==> config.mk <==
export PLATFORM = sky130hd
export DESIGN_NAME = gf8_syndrome_calc_flat
export DESIGN_NICKNAME = d
export VERILOG_FILES = /design/src/rtl/gf8_pkg.sv /design/src/rtl/gf8_syndrome_calc_if.sv /design/src/rtl/gf8_horner_cell.sv /design/src/rtl/gf8_syndrome_calc.sv /design/src/flat_wrapper.sv
export SDC_FILE = /design/constraint.sdc
export NUM_CORES = 1
export LEC_CHECK = 0
export BUFFER_PORTS_ARGS = -buffer_cell sky130_fd_sc_hd__buf_4
export CAP_MARGIN = 20
export CORE_MARGIN = 3
export CORE_UTILIZATION = 55
export CTS_CLUSTER_DIAMETER = 200
export CTS_CLUSTER_SIZE = 14
export DETAILED_ROUTE_END_ITERATION = 10
export HOLD_SLACK_MARGIN = 0.12
export PLACE_DENSITY = 0.76
export SKIP_LAST_GASP = 1
export SYNTH_ARGS = -nofsm -noshare
export SYNTH_HDL_FRONTEND = slang
export SYNTH_SLANG_ARGS = --single-unit
==> constraint.sdc <==
create_clock -name clk -period 1.89 [get_ports clk]
set_clock_uncertainty 0.05 [all_clocks]
set_input_delay 0.2835 -clock clk [delete_from_list [all_inputs] [get_ports clk]]
set_output_delay 0.2835 -clock clk [all_outputs]
set_load 0.01 [all_outputs]
==> src/rtl/gf8_pkg.sv <==
// GF(2^3) arithmetic shared by the syndrome calculator: field polynomial,
// power table of alpha, constant multiplier and the symbol / FSM types.
// Latency: n/a (types and combinational functions). Backpressure: n/a.
package gf8_pkg;

  // x^3 + x + 1
  localparam logic [3:0] GF_POLY = 4'b1011;

  typedef logic [2:0] gf_sym_t;

  // alpha^0 .. alpha^6 (alpha^7 wraps back to alpha^0)
  localparam gf_sym_t GF_ALPHA_POW [0:6] = '{
    3'b001, 3'b010, 3'b100, 3'b011, 3'b110, 3'b111, 3'b101
  };

  typedef enum logic {
    ST_ACCUM = 1'b0,
    ST_HOLD  = 1'b1
  } state_t;

  // Shift-and-add multiply; whenever the shifted operand would overflow into
  // x^3 it is folded back with the low bits of the field polynomial.
  function automatic gf_sym_t gf8_mul(input gf_sym_t a, input gf_sym_t b);
    gf_sym_t p;
    gf_sym_t aa;
    p  = '0;
    aa = a;
    for (int i = 0; i < 3; i++) begin
      if (b[i]) p = p ^ aa;
      aa = {aa[1:0], 1'b0} ^ (aa[2] ? GF_POLY[2:0] : 3'b000);
    end
    return p;
  endfunction

endpackage

==> src/rtl/gf8_syndrome_calc_if.sv <==
// Symbol-in / syndromes-out handshake bundle for gf8_syndrome_calc.
// Latency: n/a (wiring only). Backpressure: valid/ready on both sides.
// Ports: in_valid/in_ready/in_data (symbols), out_valid/out_ready/syndromes/err_flag (result).
interface gf8_syndrome_calc_if #(
  parameter int NSYN = 4
);
  import gf8_pkg::*;

  logic              in_valid;
  logic              in_ready;
  gf_sym_t           in_data;
  logic              out_valid;
  logic              out_ready;
  logic [3*NSYN-1:0] syndromes;
  logic              err_flag;

  // Upstream/downstream environment side
  modport master (
    output in_valid, in_data, out_ready,
    input  in_ready, out_valid, syndromes, err_flag
  );

  // Syndrome calculator side
  modport slave (
    input  in_valid, in_data, out_ready,
    output in_ready, out_valid, syndromes, err_flag
  );

endinterface

==> src/rtl/gf8_horner_cell.sv <==
// One Horner accumulator: S <= S*alpha^POW ^ sym, or S <= sym on the first symbol.
// Latency: result registered on the accepting edge. Backpressure: advances only when i_en.
// Ports: clk, rst_n, i_sym, i_load_first, i_en; o_syn (register), o_next (value it would load).
module gf8_horner_cell
  import gf8_pkg::*;
#(
  parameter int POW = 1
) (
  input  logic    clk,
  input  logic    rst_n,
  input  gf_sym_t i_sym,
  input  logic    i_load_first,
  input  logic    i_en,
  output gf_sym_t o_syn,
  output gf_sym_t o_next
);

  localparam gf_sym_t C_ALPHA = GF_ALPHA_POW[POW % 7];

  gf_sym_t r_syn;
  gf_sym_t w_mul;
  gf_sym_t w_next;

  assign w_mul  = gf8_mul(r_syn, C_ALPHA);
  // First symbol overwrites, which also discards the previous codeword.
  assign w_next = i_load_first ? i_sym : (w_mul ^ i_sym);

  always_ff @(posedge clk or negedge rst_n) begin
    if (!rst_n) begin
      r_syn <= '0;
    end else if (i_en) begin
      r_syn <= w_next;
    end
  end

  assign o_syn  = r_syn;
  assign o_next = w_next;

endmodule

==> src/rtl/gf8_syndrome_calc.sv <==
// Streaming RS syndrome calculator over GF(8): S_j = r(alpha^j), j = 1..NSYN, via Horner.
// Latency: out_valid rises on the edge that accepts the Nth symbol; min N+1 cycles/codeword.
// Backpressure: results held (in_ready low) until out_ready; in_valid low stalls accumulation.
// Ports: clk, rst_n (async active-low); bus (slave): in_valid/in_ready/in_data,
//        out_valid/out_ready/syndromes {S_NSYN..S_1}/err_flag.
module gf8_syndrome_calc
  import gf8_pkg::*;
#(
  parameter int N    = 7,
  parameter int NSYN = 4
) (
  input  logic                 clk,
  input  logic                 rst_n,
  gf8_syndrome_calc_if.slave   bus
);

  if (N < 2 || N > 7) begin : g_bad_n
    $error("gf8_syndrome_calc: N must be in 2..7");
  end
  if (NSYN < 1 || NSYN > 6) begin : g_bad_nsyn
    $error("gf8_syndrome_calc: NSYN must be in 1..6");
  end

  localparam logic [2:0] C_LAST = 3'(N - 1);

  state_t                 r_state;
  state_t                 w_state_nxt;
  logic [2:0]             r_cnt;
  logic                   r_err;
  logic                   w_in_ready;
  logic                   w_out_valid;
  logic                   w_acc;
  logic                   w_last;
  logic                   w_first;
  logic [NSYN-1:0][2:0]   w_syn;
  logic [NSYN-1:0][2:0]   w_next;

  assign w_in_ready  = (r_state == ST_ACCUM);
  assign w_out_valid = (r_state == ST_HOLD);
  assign w_acc       = bus.in_valid && w_in_ready;
  assign w_first     = (r_cnt == 3'd0);
  assign w_last      = w_acc && (r_cnt == C_LAST);

  always_comb begin
    w_state_nxt = r_state;
    case (r_state)
      ST_ACCUM: if (w_last)        w_state_nxt = ST_HOLD;
      ST_HOLD:  if (bus.out_ready) w_state_nxt = ST_ACCUM;
      default:                     w_state_nxt = ST_ACCUM;
    endcase
  end

  always_ff @(posedge clk or negedge rst_n) begin
    if (!rst_n) begin
      r_state <= ST_ACCUM;
    end else begin
      r_state <= w_state_nxt;
    end
  end

  always_ff @(posedge clk or negedge rst_n) begin
    if (!rst_n) begin
      r_cnt <= '0;
    end else if (w_acc) begin
      r_cnt <= w_last ? 3'd0 : (r_cnt + 3'd1);
    end
  end

  // Flag is taken from the values being loaded so it is valid together with out_valid.
  always_ff @(posedge clk or negedge rst_n) begin
    if (!rst_n) begin
      r_err <= 1'b0;
    end else if (w_last) begin
      r_err <= |w_next;
    end else if (w_out_valid && bus.out_ready) begin
      r_err <= 1'b0;
    end
  end

  for (genvar j = 1; j <= NSYN; j++) begin : g_cell
    gf8_horner_cell #(
      .POW (j)
    ) u_cell (
      .clk          (clk),
      .rst_n        (rst_n),
      .i_sym        (bus.in_data),
      .i_load_first (w_first),
      .i_en         (w_acc),
      .o_syn        (w_syn[j-1]),
      .o_next       (w_next[j-1])
    );
  end

  assign bus.in_ready  = w_in_ready;
  assign bus.out_valid = w_out_valid;
  assign bus.syndromes = w_syn;
  assign bus.err_flag  = r_err;

endmodule

==> src/flat_wrapper.sv <==
// flat-port wrapper written by rule: the top's interface ports become plain ports
module gf8_syndrome_calc_flat import gf8_pkg::*;
#(
  parameter int N    = 7,
  parameter int NSYN = 4
)
  (clk, rst_n, bus_in_valid, bus_in_data, bus_out_ready, bus_in_ready, bus_out_valid, bus_syndromes, bus_err_flag);
  gf8_syndrome_calc_if #(.NSYN(NSYN)) bus_i ();
  input  logic clk;
  input  logic rst_n;
  input wire logic [$bits(bus_i.in_valid)-1:0] bus_in_valid;
  input wire logic [$bits(bus_i.in_data)-1:0] bus_in_data;
  input wire logic [$bits(bus_i.out_ready)-1:0] bus_out_ready;
  output wire logic [$bits(bus_i.in_ready)-1:0] bus_in_ready;
  output wire logic [$bits(bus_i.out_valid)-1:0] bus_out_valid;
  output wire logic [$bits(bus_i.syndromes)-1:0] bus_syndromes;
  output wire logic [$bits(bus_i.err_flag)-1:0] bus_err_flag;
  assign bus_i.in_valid = bus_in_valid;
  assign bus_i.in_data = bus_in_data;
  assign bus_i.out_ready = bus_out_ready;
  assign bus_in_ready = bus_i.in_ready;
  assign bus_out_valid = bus_i.out_valid;
  assign bus_syndromes = bus_i.syndromes;
  assign bus_err_flag = bus_i.err_flag;
  gf8_syndrome_calc #(.N(N), .NSYN(NSYN)) u_core (.clk(clk), .rst_n(rst_n), .bus(bus_i));
endmodule
==> impl_metrics.toml, run 1 <==
[status]
status = "completed"

[synth]
ys_seq_area_share_pct = 34.6
yosys-top-cells-area = "dfrtp_1, xnor2_1, nand2_1, o21ai_0, nor2_1"
synth_cells = 148
synth-edff-count = 0
synth_seq_cells = 17
yosys.area.top_type = "dfrtp_1"
async_flop_share_pct = 100
ys_types = 36
synth_flop_cell = "dfrtp_1"
yosysWarnings = 0
synth_top_area_share_pct = 34.6
synth_area_mm2 = 0.00123
syn-num-nets = 158
avgSynthCellArea_um2 = 8.32

[cells_and_area]
antennaDiodeCount = 0
multi_input_area_um2 = 726
seq_area_um2 = 425
final_util_pct = 72.1
final_net_count = 183
syn_to_final_growth_pct = 19.6
final_cells = 199
drive_gt1_share_pct = 22.1
final_cell_area_mm2 = 0.00147
num-fill-cells = 178

[power]
p_int_mw = 1.52
seqPwrFrac_pct = 29.2
total_power_mw = 2.74
power.density_mw_per_mm2 = 1860
clockPowerShare_pct = 7.3
power_frac_comb_pct = 63.5
power_switching_mw = 1.22
p_leak_nw = 0.663
switching_share_pct = 44.6
vdd_ir_drop_max_mv = 1.35

[grt]
grt_pass1_vias = 995
antenna_found_initial = 0
grt_usage_pct = 21.6
gr-total-overflow = 0
grt_max_degree = 30
grt_pass1_wl_um = 4420

[route]
vias = 1109
wl_met2_um = 1260
drt-initial-drc-count = 31
drt_pass1_iterations = 4
viasPerCell = 5.57
ant_nets = 0
routed_wirelength_um = 2680
drcViolationCount = 0
wire_per_inst_um = 13.5
top_layer = "met4"
met1Wirelength_um = 1260
wl_met3_um = 101

[sta]
min_period_ns = 1.80
hold_viol = 0
finalCritPeriodShare_pct = 95.4
whs_ns = 0.130
report.final.slew_viol_count = 0
setup_viol = 0
max_clock_freq_mhz = 554
timing.setup.tns_ns = 0
worst_slew_pin_slew_ns = 0.354
worst_slack_ns = 0.0865
rsz0062_at_grt = "no"
slew_headroom_pct = 76.4

[cts]
htreeDepth = 1
cts_setup_buffers = 0
clkSinkCount = 17
clkTransAtPathRegs_ns = 0.10
cts-root-buf = "clkbuf_4"
cts_tree = "built"
clock_latency_ns = 0.30
cts_made_buffers = 3
cts.path.max_buffers = 2

[critical_path]
crit_family = "simple AND/OR/NAND/NOR gates"
path_cells = "inv_1, ha_1, nor2b_4, o21a_1, nor4_1, nand4_1, o31a_1"
critPathKind = "flip-flop to flip-flop"
cp_slowest_cell = "dfrtp_1"
critPathLaunchType = "flip-flop"
max_stage_delay_ns = 0.38
cp.arrival_ns = 1.94
cp-end-kind = "flip-flop"
worstPathMaxFanout = 11
cp.required_ns = 2.03
cp.buffers_inverters = 1

[floorplan]
fp.dieW_um = 53.3
die_h_um = 53.3
core-area_mm2 = 0.00204
die-area_mm2 = 0.00284
io-pin-count = 22
core.rowCount = 16
initial_core_util_pct = 60.3

[place]
dp_slack_ns = -0.0114
io_buffers = 21
post-dp-hpwl_um = 1960
place_area_mm2 = 0.00143
dp_cells = 194
gp_congestion = 0.778

[hold_path]
hp-class = "primary input to flip-flop"

[flow_run]
maxCapViolCount = 0
[registers in the layout (all words and copies together) (netlist names)]
register / count
u_core.g_cell.u_cell.o_syn: 12
u_core.bus.out_valid: 1
u_core.r_cnt: 3
u_core.bus.err_flag: 1
[per-layer routing]
metal,vias to the layer above,GRT usage (%)
met5,-,0
met3,8,2.54
met4,0,10.2
met2,24,37.3
met1,516,26.2
li1,561,-
[worst paths after layout]
kind	depth (start not counted)	startpoint	slack, ns	end
worst max-delay path	7	u_core.r_cnt[0]$_DFFE_PN0P_	0.09	u_core.bus.err_flag$_DFFE_PN0P_
worst min-delay path	2	bus_out_ready	0.13	u_core.bus.out_valid$_DFF_PN0_
worst max register to register	7	u_core.r_cnt[0]$_DFFE_PN0P_	0.09	u_core.bus.err_flag$_DFFE_PN0P_
worst min register to register	2	u_core.g_cell[1].u_cell.o_syn[0]$_DFFE_PN0P_	0.49	u_core.g_cell[1].u_cell.o_syn[0]$_DFFE_PN0P_
max in group asynchronous	2	rst_n	1.27	u_core.g_cell[4].u_cell.o_syn[1]$_DFFE_PN0P_
min in group asynchronous	2	rst_n	0.33	u_core.bus.out_valid$_DFF_PN0_
[power by group through the flow]
stage          logic [mW]  clock network [mW]  registers [mW]
2_1_floorplan        1.19                   0           0.778
3_3_place_gp         1.68                   0           0.786
3_5_place_dp         1.72                   0           0.803
4_1_cts              1.75               0.206           0.798
5_1_grt              1.92               0.221           0.838
6_report             1.74               0.200           0.801
[timing repair]
item | 4_1_cts | 5_1_grt
resized for setup | 1 | 0
setup endpoints to repair | 1 | 0
hold buffers | 1 | 0
hold endpoints to repair | 17 | 0
[final cells by class]
class	count	share of cell area, %
multi-input cells	114	49.3
flip-flops and latches	17	28.9
repair buffers	32	16.5
well taps	27	2.29
clock buffers	4	1.78
inverters	5	1.27
[synth_stat cells (4+ instances only)]
cell type	instances
xnor2_1	11
a31oi_1	6
clkbuf_1	4
buf_2	5
o32ai_1	4
xor2_1	4
o21ai_0	11
inv_1	4
dfrtp_1	17
o21ai_1	9
a21oi_1	7
nor2_1	14
nand2_1	18
nand2b_1	8
[worst register-to-register path: stages (launching register included)]
cell     delay [ns]
dfrtp_1        0.38
inv_1          0.07
ha_1           0.21
nor2b_4        0.16
o21a_1         0.21
nor4_1         0.25
nand4_1        0.12
o31a_1         0.25
[kinds of logic (layout without fill, tap and decap cells)]
group	after synthesis	after routing	share of synthesized area [%]
xor gates and xnor gates	18	18	15.1
buffers and inverters	17	41	6.91
DFF	17	17	34.6
and+or+nand+nor	49	49	19.0
adders and majority gates	3	3	3.05
AOI/OAI and AO/OA	44	44	21.3
[placed cells by master (no fill, tap or decap), types with 2 or more instances in the layout]
master	instances
a21oi_1	7
buf_4	31
inv_1	4
ha_1	3
o21ai_0	11
xor2_1	4
o32ai_1	4
xor2_2	2
nand2_1	18
a31oi_1	6
nand2b_1	8
xnor2_1	11
clkbuf_4	3
o21ai_1	9
dfrtp_1	17
nor2_1	14
Note: power is estimated with default switching activity, not from simulation.
==> inputs of run 2 (changes only) <==
Settings changed: GPL_TIMING_DRIVEN set to 1, PLACE_DENSITY 0.76 to not set, PLACE_DENSITY_LB_ADDON set to 0.25, REMOVE_ABC_BUFFERS set to 1.
==> impl_metrics.toml, run 2 (synthesis gave the netlist of run 1 again) <==
[route]
drt-initial-drc-count = 18
wire_per_inst_um = 14.6
drt_pass1_iterations = 4
routed_wirelength_um = 2920
viasPerCell = 5.89
vias = 1177
ant_nets = 0
drcViolationCount = 0

[cells_and_area]
final_cell_mix = "buf_4, nand2_1, dfrtp_1, nor2_1, o21ai_0"
final_cell_area_mm2 = 0.00151
antennaDiodeCount = 0
final_cells = 200
largest_reg_flops = 12
syn_to_final_growth_pct = 22.6
final_net_count = 184
drive_gt1_share_pct = 24.9
layout_commonest_cell = "buf_4"
final_util_pct = 73.9

[critical_path]
cp-end-kind = "flip-flop"
cp.arrival_ns = 1.97
critPathLaunchType = "flip-flop"
critPathKind = "flip-flop to flip-flop"
cp.required_ns = 2.05
worstPathMaxFanout = 5

[cts]
clock_latency_ns = 0.31
cts-root-buf = "clkbuf_4"
cts.path.max_buffers = 2
clkTransAtPathRegs_ns = 0.12
cts_made_buffers = 3
clkSinkCount = 17
cts_tree = "built"
htreeDepth = 1

[grt]
gr-total-overflow = 0
grt_usage_pct = 23.9
grt_max_degree = 30
grt_pass1_vias = 1091
grt_pass1_wl_um = 4930
antenna_found_initial = 0

[floorplan]
core-area_mm2 = 0.00204
die-area_mm2 = 0.00284
initial_core_util_pct = 60.3
io-pin-count = 22
die_h_um = 53.3
core.rowCount = 16
fp.dieW_um = 53.3

[hold_path]
hp-class = "primary input to flip-flop"

[sta]
hold_viol = 0
slew_headroom_pct = 78.9
setup_viol = 0
max_clock_freq_mhz = 553
worst_slack_ns = 0.0803
timing.setup.tns_ns = 0
report.final.slew_viol_count = 0
whs_ns = 0.209
finalCritPeriodShare_pct = 95.7
min_period_ns = 1.81
worst_slew_pin_slew_ns = 0.317

[power]
p_leak_nw = 0.670
total_power_mw = 2.82
vdd_ir_drop_max_mv = 1.07
power.density_mw_per_mm2 = 1870

[place]
io_buffers = 21
dp_slack_ns = -0.0292
gp_congestion = 0.863
place_area_mm2 = 0.00140
post-dp-hpwl_um = 1960
dp_cells = 190

[status]
status = "completed"

[flow_run]
maxCapViolCount = 0
[run 2: repair_timing]
action                                 in CTS  in global routing
resized for setup                           1                  4
endpoints found under the hold margin      18                  0
setup endpoints to repair                   1                  1
hold buffers                                2                  0
pin swaps                                   0                  1
gates cloned                                0                  1
buffers inserted                            0                  3
[run 2: path summary, 6_finish.rpt]
path,start,endpoint,slack (ns),cells after the start
max in group asynchronous,rst_n,u_core.g_cell[2].u_cell.o_syn[0]$_DFFE_PN0P_,1.27,2
hold / removal,bus_in_data[0],u_core.g_cell[3].u_cell.o_syn[0]$_DFFE_PN0P_,0.21,2
setup / recovery,u_core.r_cnt[0]$_DFFE_PN0P_,u_core.bus.err_flag$_DFFE_PN0P_,0.08,8
hold reg to reg,u_core.g_cell[1].u_cell.o_syn[0]$_DFFE_PN0P_,u_core.g_cell[1].u_cell.o_syn[0]$_DFFE_PN0P_,0.53,2
min in group asynchronous,rst_n,u_core.r_cnt[2]$_DFFE_PN0P_,0.31,2
setup reg to reg,u_core.r_cnt[0]$_DFFE_PN0P_,u_core.bus.err_flag$_DFFE_PN0P_,0.08,8
[run 2: cell type report]
type | count | area (um^2)
multi-input combinational | 115 | 756
fill | 171 | 533
sequential | 17 | 425
timing repair buffer | 32 | 245
tap | 27 | 33.8
clock buffer | 3 | 22.5
inverter | 5 | 18.8
clock inverter | 1 | 7.51
[run 2: layer usage]
layer / track usage (%) / wire length, um / vias to the layer above
met5: 0 / 0 / -
met4: 10.6 / 50 / 0
met3: 2.82 / 132 / 4
met2: 40.2 / 1460 / 35
met1: 30.4 / 1280 / 579
li1: - / - / 559
[run 2: worst max-delay path, cell delays in order (launching register included)]
cell,delay [ns]
dfrtp_1,0.40
inv_1,0.12
ha_2,0.21
nor2b_4,0.21
buf_4,0.16
o21ai_0,0.08
o21ai_0,0.10
nand4_1,0.13
o31a_1,0.26
[run 2: power breakdown]
part / internal [mW] / switching (mW)
logic: 0.901 / 0.902
registers: 0.532 / 0.276
clock network: 0.0808 / 0.132
==> inputs of run 3 (changes only) <==
Settings changed: PLACE_DENSITY_LB_ADDON 0.25 to 0.15.
==> impl_metrics.toml, run 3 (synthesis gave the netlist of run 1 again) <==
[status]
status = "finished, violations left"
violations = "setup timing"

[hold_path]
hp-class = "primary input to flip-flop"
hold_depth = 2

[cts]
clkTransAtPathRegs_ns = 0.11
cts_made_buffers = 3
cts.path.max_buffers = 2
clock_latency_ns = 0.31
cts_tree = "built"
cts-root-buf = "clkbuf_4"
clkSinkCount = 17
htreeDepth = 1

[route]
wire_per_inst_um = 15.3
ant_nets = 0
viasPerCell = 5.97
drt_pass1_iterations = 6
routed_wirelength_um = 3100
drcViolationCount = 0
drt-initial-drc-count = 48
vias = 1205

[sta]
timing.setup.tns_ns = -0.0509
min_period_ns = 1.94
worst_slack_ns = -0.0509
max_clock_freq_mhz = 515
worst_slew_pin_slew_ns = 0.656
slew_headroom_pct = 56.2
hold_viol = 0
setup_viol = 1
finalCritPeriodShare_pct = 103
report.final.slew_viol_count = 0

[critical_path]
worstPathMaxFanout = 8
path_cells = "inv_2, ha_2, nor2b_4, o21a_1, nor4_2, nand4_1, o31a_1"
crit_family = "simple AND/OR/NAND/NOR gates"
cp.buffers_inverters = 1
max_stage_delay_ns = 0.39
cp.required_ns = 2.05
cp-end-kind = "flip-flop"
cp_slowest_cell = "dfrtp_1"
rr_worst_depth = 7
critPathLaunchType = "flip-flop"
critPathKind = "flip-flop to flip-flop"
cp.depth = 7
cp.arrival_ns = 2.10

[floorplan]
die_h_um = 53.3
die-area_mm2 = 0.00284
fp.dieW_um = 53.3
core.rowCount = 16
core-area_mm2 = 0.00204
io-pin-count = 22
initial_core_util_pct = 60.3

[cells_and_area]
final_cell_mix = "buf_4, nand2_1, dfrtp_1, nor2_1, o21ai_0"
syn_to_final_growth_pct = 24.0
final_net_count = 186
largest_reg_flops = 12
layout_commonest_cell = "buf_4"
antennaDiodeCount = 0
drive_gt1_share_pct = 26.3
final_cell_area_mm2 = 0.00153

[grt]
grt_pass1_vias = 1153
grt_usage_pct = 25.1
grt_pass1_wl_um = 5150
antenna_found_initial = 0
gr-total-overflow = 0
grt_max_degree = 22

[place]
place_area_mm2 = 0.00142
gp_congestion = 0.855
io_buffers = 21
post-dp-hpwl_um = 2070
dp_slack_ns = -0.00117

[power]
seqPwrFrac_pct = 27.7
switching_share_pct = 46.3
power_frac_comb_pct = 64.8
power.density_mw_per_mm2 = 1900
vdd_ir_drop_max_mv = 1.35
power_switching_mw = 1.34
clockPowerShare_pct = 7.4
p_leak_nw = 0.689
p_int_mw = 1.56

[flow_run]
maxCapViolCount = 0
-- run 3: final timing paths --
| path | start | to | slack, ns |
|---|---|---|---|
| setup reg to reg | u_core.r_cnt[0]$_DFFE_PN0P_ | u_core.bus.err_flag$_DFFE_PN0P_ | -0.05 |
| hold reg to reg | u_core.g_cell[4].u_cell.o_syn[2]$_DFFE_PN0P_ | u_core.g_cell[4].u_cell.o_syn[2]$_DFFE_PN0P_ | 0.55 |
| hold / removal | bus_in_data[1] | u_core.g_cell[2].u_cell.o_syn[1]$_DFFE_PN0P_ | 0.20 |
| max in group asynchronous | rst_n | u_core.g_cell[4].u_cell.o_syn[1]$_DFFE_PN0P_ | 1.28 |
| min in group asynchronous | rst_n | u_core.r_cnt[2]$_DFFE_PN0P_ | 0.31 |
| setup / recovery | u_core.r_cnt[0]$_DFFE_PN0P_ | u_core.bus.err_flag$_DFFE_PN0P_ | -0.05 |
-- run 3: timing repair --
item,4_1_cts,5_1_grt
buffers inserted,0,4
hold endpoints to repair,18,0
pin swaps,0,1
hold buffers,2,0
setup endpoints to repair,1,1
gates resized for setup,1,6
-- run 3: per-layer routing --
layer	GRT usage, %	routed length (um)
met5	0	0
met3	5.35	210
met4	11.5	78
met2	42.0	1530
met1	30.3	1280
-- run 3: per-stage QoR --
stage / utilization [%] / hold slack [ns] / std cells / power [mW]
final: 74.8 / 0.195 / 202 / 2.90
after global routing: 74.8 / 0.199 / 202 / 3.14
after CTS: 71.9 / 0.168 / 198 / 2.75
after detailed placement: 69.4 / 0.117 / 192 / 2.51
after global placement: 69.4 / 0.109 / 192 / 2.43
after floorplan: - / -0.0621 / 136 / 1.87
-- run 3: area by class of cell --
class	instances	area [um^2]
clock buffer	3	22.5
clock inverter	1	5.00
timing repair buffer	35	272
inverter	5	18.8
sequential	17	425
multi-input combinational	114	749
fill	172	515
tap	27	33.8
-- run 3: power groups by stage --
stage | registers (mW) | clock network [mW] | logic [mW]
6_report | 0.805 | 0.216 | 1.88
5_1_grt | 0.840 | 0.234 | 2.06
4_1_cts | 0.801 | 0.222 | 1.73
3_5_place_dp | 0.805 | 0 | 1.70
3_3_place_gp | 0.789 | 0 | 1.64
2_1_floorplan | 0.847 | 0 | 1.03
